===== src/rtl/sram_wr_arb.sv =====
// Packet-level round-robin arbiter for the single sram_ctrl write port; words forwarded with 1-cycle latency.
// Ports see no backpressure beyond gnt: a port may present words only while its grant bit is set.
module sram_wr_arb #(
   parameter int  NUM_PORTS = 16,
   parameter int  DATA_W    = 16,
   parameter int  MIN_FREE  = 2,
   parameter int  MAX_WORDS = 1024,
   parameter int  TIMEOUT   = 64,
   localparam int PW        = $clog2(NUM_PORTS)
) (
   input  logic                        sys_clk,
   input  logic                        sys_rst_n,
   input  logic [NUM_PORTS-1:0]        req,
   input  logic [NUM_PORTS-1:0]        vld,
   input  logic [NUM_PORTS-1:0]        eop,
   input  logic [NUM_PORTS*DATA_W-1:0] data_in,
   input  logic [11:0]                 cnt_em,
   output logic [NUM_PORTS-1:0]        gnt,
   output logic                        en_a,
   output logic [DATA_W-1:0]           data_ina,
   output logic [PW-1:0]               port_ina,
   output logic                        wr_eop,
   output logic                        busy,
   output logic                        err_trunc,
   output logic                        err_tmo
);

   localparam int WCW = $clog2(MAX_WORDS + 1);
   localparam int TCW = $clog2(TIMEOUT + 1);

   typedef enum logic [1:0] {IDLE, GRANT, XFER, GAP} state_t;

   state_t               state_q, state_d;
   logic [PW-1:0]        sel_q, sel_d, rr_q, rr_d, pick;
   logic                 found;
   logic [WCW-1:0]       word_q, word_d;
   logic [TCW-1:0]       idle_q, idle_d;
   logic [NUM_PORTS-1:0] gnt_q, gnt_d;
   logic                 en_a_q, en_a_d;
   logic [DATA_W-1:0]    data_q, data_d;
   logic [PW-1:0]        port_q, port_d;
   logic                 eop_q, eop_d;
   logic                 trunc_q, trunc_d;
   logic                 tmo_q, tmo_d;
   logic [DATA_W-1:0]    word_in;

   assign word_in = data_in[int'(sel_q)*DATA_W +: DATA_W];

   // First requester at or after the rr pointer, wrapping past the last port.
   always_comb begin
      found = 1'b0;
      pick  = rr_q;
      for (int i = 0; i < NUM_PORTS; i++) begin
         if (!found && req[(int'(rr_q) + i) % NUM_PORTS]) begin
            found = 1'b1;
            pick  = PW'((int'(rr_q) + i) % NUM_PORTS);
         end
      end
   end

   always_comb begin
      state_d = state_q;
      sel_d   = sel_q;
      rr_d    = rr_q;
      word_d  = word_q;
      idle_d  = idle_q;
      gnt_d   = gnt_q;
      en_a_d  = 1'b0;
      data_d  = data_q;
      port_d  = port_q;
      eop_d   = 1'b0;
      trunc_d = 1'b0;
      tmo_d   = 1'b0;
      case (state_q)
         IDLE: begin
            if (found && cnt_em >= 12'(MIN_FREE)) begin
               sel_d   = pick;
               state_d = GRANT;
            end
         end
         GRANT: begin
            gnt_d        = '0;
            gnt_d[sel_q] = 1'b1;
            port_d       = sel_q;
            word_d       = '0;
            idle_d       = '0;
            state_d      = XFER;
         end
         XFER: begin
            if (vld[sel_q]) begin
               en_a_d = 1'b1;
               data_d = word_in;
               idle_d = '0;
               word_d = word_q + WCW'(1);
               if (eop[sel_q]) begin
                  eop_d   = 1'b1;
                  gnt_d   = '0;
                  state_d = GAP;
               end else if (word_q == WCW'(MAX_WORDS - 1)) begin
                  eop_d   = 1'b1;
                  trunc_d = 1'b1;
                  gnt_d   = '0;
                  state_d = GAP;
               end
            end else begin
               idle_d = idle_q + TCW'(1);
               if (idle_q == TCW'(TIMEOUT - 1)) begin
                  tmo_d   = 1'b1;
                  gnt_d   = '0;
                  state_d = GAP;
               end
            end
         end
         GAP: begin
            rr_d    = (sel_q == PW'(NUM_PORTS - 1)) ? '0 : sel_q + PW'(1);
            state_d = IDLE;
         end
         default: state_d = IDLE;
      endcase
   end

   always_ff @(posedge sys_clk or negedge sys_rst_n) begin
      if (!sys_rst_n) begin
         state_q <= IDLE;
         sel_q   <= '0;
         rr_q    <= '0;
         word_q  <= '0;
         idle_q  <= '0;
         gnt_q   <= '0;
         en_a_q  <= 1'b0;
         data_q  <= '0;
         port_q  <= '0;
         eop_q   <= 1'b0;
         trunc_q <= 1'b0;
         tmo_q   <= 1'b0;
      end else begin
         state_q <= state_d;
         sel_q   <= sel_d;
         rr_q    <= rr_d;
         word_q  <= word_d;
         idle_q  <= idle_d;
         gnt_q   <= gnt_d;
         en_a_q  <= en_a_d;
         data_q  <= data_d;
         port_q  <= port_d;
         eop_q   <= eop_d;
         trunc_q <= trunc_d;
         tmo_q   <= tmo_d;
      end
   end

   assign gnt       = gnt_q;
   assign en_a      = en_a_q;
   assign data_ina  = data_q;
   assign port_ina  = port_q;
   assign wr_eop    = eop_q;
   assign busy      = (state_q != IDLE);
   assign err_trunc = trunc_q;
   assign err_tmo   = tmo_q;

endmodule

===== config.mk =====
export PLATFORM = sky130hd
export DESIGN_NAME = sram_wr_arb
export DESIGN_NICKNAME = d
export VERILOG_FILES = /design/src/rtl/sram_wr_arb.sv
export SDC_FILE = /design/constraint.sdc
export NUM_CORES = 1
export LEC_CHECK = 0
export ABC_AREA = 1
export ABC_CLOCK_PERIOD_IN_PS = 4660
export BUFFER_PORTS_ARGS = -buffer_cell sky130_fd_sc_hd__buf_4
export CAP_MARGIN = 10
export CORE_AREA = 2 2 140 142
export DETAILED_ROUTE_END_ITERATION = 6
export DIE_AREA = 0 0 142 144
export HOLD_SLACK_MARGIN = 0.12
export PLACE_DENSITY = 0.67
export SKIP_LAST_GASP = 1
export SLEW_MARGIN = 15
export SYNTH_ARGS = -nofsm -noshare
export SYNTH_HDL_FRONTEND = slang
export SYNTH_SLANG_ARGS = --single-unit

===== constraint.sdc =====
create_clock -name sys_clk -period 4.66 [get_ports sys_clk]
set_clock_uncertainty 0.15 [all_clocks]
set_input_delay 0.466 -clock sys_clk [delete_from_list [all_inputs] [get_ports sys_clk]]
set_output_delay 0.466 -clock sys_clk [all_outputs]
set_load 0.05 [all_outputs]

==> impl_metrics.csv <==
group,metric,value,unit
status,status,"finished, final reports clean",
sta,setup_ws,0.720,ns
yosys,synth.avg_cell_area,6.08,um2
yosys,postSynthCellCount,1150,
placed_design,post-place-cells,1690,
critical_path,startpoint_type,"flop",
final_layout,drive_gt1_share,29.4,%
sta,hold_violations,0,
final_layout,instances_no_fill,1706,
yosys,synth.distinct_cells,43,
sta,final.setup.tns,0,ns
sta,max_freq,254,MHz
route,ant_nets,0,
die,start_util,36.7,%
critical_path,r2r_slack,0.72,ns
sta,relSlewSlack,37.2,%
clock_network,postCtsHoldBufs,0,
route,routed_wl,33800,um
route,drt-met1-wl,13400,um
clock_network,cts_resized,0,
worst_hold_path,hold_path_class,"input pin to async pin",
yosys,synthArstFlopShare,100,%
critical_path,arrival,4.05,ns
route,dr_wl_met2,16400,um
sta,worst_slew_pin_slew,0.942,ns
die,die_area,0.0204,mm2
die,fp.dieW,142,um
placed_design,place.gp.congestion,0.936,
clock_network,h-tree-depth,3,
route,first_pass_iters,5,
die,die_h,144,um
clock_network,cts_buffer_depth,2,
yosys,synth_edf_count,0,
clock_network,cts-root-buf,"clkbuf_16",
critical_path,critPathLaunch,"sel_q[1]",
yosys,netlist_area,0.00700,mm2
yosys,syn_nets,1485,
yosys,synth-seq-area-share,24.3,%
critical_path,crit_fanout,44,
sta,fin_crit,3.94,ns
sta,slew_violations,0,
die,rows,51,
job,drv_cap,0,
route,drtIter0Drc,870,
route,top_layer_used,"met4",
final_layout,diodes,0,
critical_path,r2r-start,"sel_q[1]",
sta,min_period_over_period,84.6,%
route,wl_met3,3190,um
critical_path,crit_path_end_kind,"flop",
die,io_pins,359,
pwr,ir_drop,0.298,mV
sta,grt_setup_unrepaired,"false",
yosys,synth_warnings,0,
route,drc,0,
critical_path,crit_required,4.77,ns
route,wl_per_cell,19.8,um
pwr,leakagePower,4.98,nW
clock_network,cts_tree,"built",
route,avgViaCountPerCell,5.49,
clock_network,clk_latency,0.34,ns
placed_design,pre_cts_slack,0.763,ns
yosys,ys_ff_latch,68,
global_route,grt_pass1_vias,8681,
clock_network,cts_sinks,68,
final_layout,nets,1798,
global_route,grt_start_max_net_pins,99,
global_route,grt_usage,32.2,%
global_route,grt_pass1_wl,49700,um
global_route,overflow,0,
clock_network,post_cts.repair.setup_buffers,0,
critical_path,worstSetupPathType,"flop to flop",
global_route,antenna_found_initial,0,
placed_design,dp_hpwl,26800,um
yosys,yosys_most_used_dff,"dfrtp_1",
final_layout,syn2layout_area_growth,45.0,%
route,vias,9369,
clock_network,cts_buffers,9,
pwr,p_per_area,738,mW/mm2
clock_network,clk_pin_slew,0.06,ns
sta,setup_viol_count_final,0,
placed_design,numPortBuffers,357,
die,core-area,0.0191,mm2
[cells in the mapped netlist, types with 2 or more instances]
cell,instances,area (um2)
inv_2,5,18.8
buf_6,2,22.5
buf_4,2,15.0
buf_1,4,15.0
o21a_1,3,22.5
nand2_1,196,736
o21ai_1,4,20.0
nand3_1,113,566
nor4_1,4,25.0
nor3b_1,2,15.0
o21ai_0,186,931
nand3_2,4,40.0
nor2_2,2,12.5
xor2_1,10,87.6
a31oi_1,19,119
a22o_1,16,140
nand2_2,8,50.1
buf_2,5,25.0
ha_1,17,213
nor2_4,4,45.0
nor2_1,194,728
clkbuf_1,63,236
inv_1,67,251
xnor2_1,2,17.5
dfrtp_1,68,1700
o22ai_1,81,507
nor3_1,9,45.0
a21oi_1,34,170
o211ai_1,4,30.0
nand4_1,9,56.3
[per-stage QoR]
step           hold slack, ns  utilization, %  instance area [um2]  total power [W]
6_report               0.0817            53.2                10100          0.00749
5_1_grt                 0.167            53.2                10100          0.00815
4_1_cts                 0.125            53.2                10100          0.00745
3_5_place_dp            0.323            51.6                 9840          0.00671
3_3_place_gp            0.311            51.6                 9840          0.00668
2_1_floorplan          0.0204               -                 7000          0.00490
[layer usage]
layer	global-route usage, %	up-vias
li1	-	4595
met1	39.7	4295
met2	55.0	433
met3	9.01	46
met4	8.95	0
met5	0	-
[layout make-up]
type	instances	area [um2]
Fill cell	1996	8930
Multi-Input combinational cell	933	4710
Timing Repair Buffer	378	2840
Sequential cell	68	1710
Tap cell	238	298
Inverter	73	279
Clock buffer	11	253
Clock inverter	5	60.1
[cells by family (layout without fill, tap and decap cells)]
family	count (synthesis)	in the layout	share of synthesized area (%)
AOI/OAI and AO/OA	353	353	28.4
and+or+nand+nor	549	549	33.6
DFF	68	68	24.3
adders and majority gates	17	17	3.04
xor gates and xnor gates	14	14	2.13
buffers and inverters	149	467	8.44
[worst max-delay path, stage by stage, from the launching register on]
cell       delay [ns]
dfrtp_2          0.79
buf_4            0.51
o21ai_0          0.16
o22ai_1          0.29
nand2_1          0.09
nand4_1          0.25
inv_1            0.09
nor2_2           0.11
buf_4            0.37
nor2_1           0.12
inv_1            0.12
nand3_1          0.10
nor2_1           0.13
nand2_1          0.06
inv_1            0.07
nand2_1          0.09
nor3_1           0.15
a2bb2oi_1        0.19
[report_power, final]
group / internal [W] / total [W] / leakage, nW / switching [W]
Clock: 0.000444 / 0.000710 / 0.152 / 0.000266
Sequential: 0.000796 / 0.000988 / 0.876 / 0.000193
Combinational: 0.00181 / 0.00579 / 3.96 / 0.00398
Total: 0.00305 / 0.00749 / 4.98 / 0.00444
[final timing paths]
kind | to | cells past startpoint
worst max-delay path | word_q[9] | 17
worst min-delay path | idle_q[2] | 1
worst max register to register | word_q[9] | 17
worst min register to register | word_q[10] | 1
max in group asynchronous | sel_q[0] | 1
min in group sys_clk | word_q[10] | 1
[flip-flops by register name, summed over array words and instances, names as in the netlist]
register and count:
wr_eop 1, sel_q 4, data_ina 16, err_tmo 1, state_q 2, idle_q 7, rr_q 4, gnt 16
err_trunc 1, en_a 1, port_ina 4, word_q 11
[placed cells by master, fill, tap and decap left out, drive strengths merged, types with 10 or more instances in the layout]
| cell type | netlist | routed |
|---|---|---|
| xor2 | 11 | 11 |
| nand3 | 117 | 117 |
| a22o | 16 | 16 |
| nor2 | 200 | 200 |
| inv | 73 | 73 |
| a21oi | 34 | 34 |
| a31oi | 19 | 19 |
| o21ai | 191 | 191 |
| clkbuf | 63 | 11 |
| nor3 | 10 | 10 |
| nand4 | 10 | 10 |
| dfrtp | 68 | 68 |
| o22ai | 81 | 81 |
| ha | 17 | 17 |
| nand2 | 204 | 204 |
| buf | 13 | 378 |
Note: power is estimated with default switching activity, not from simulation.
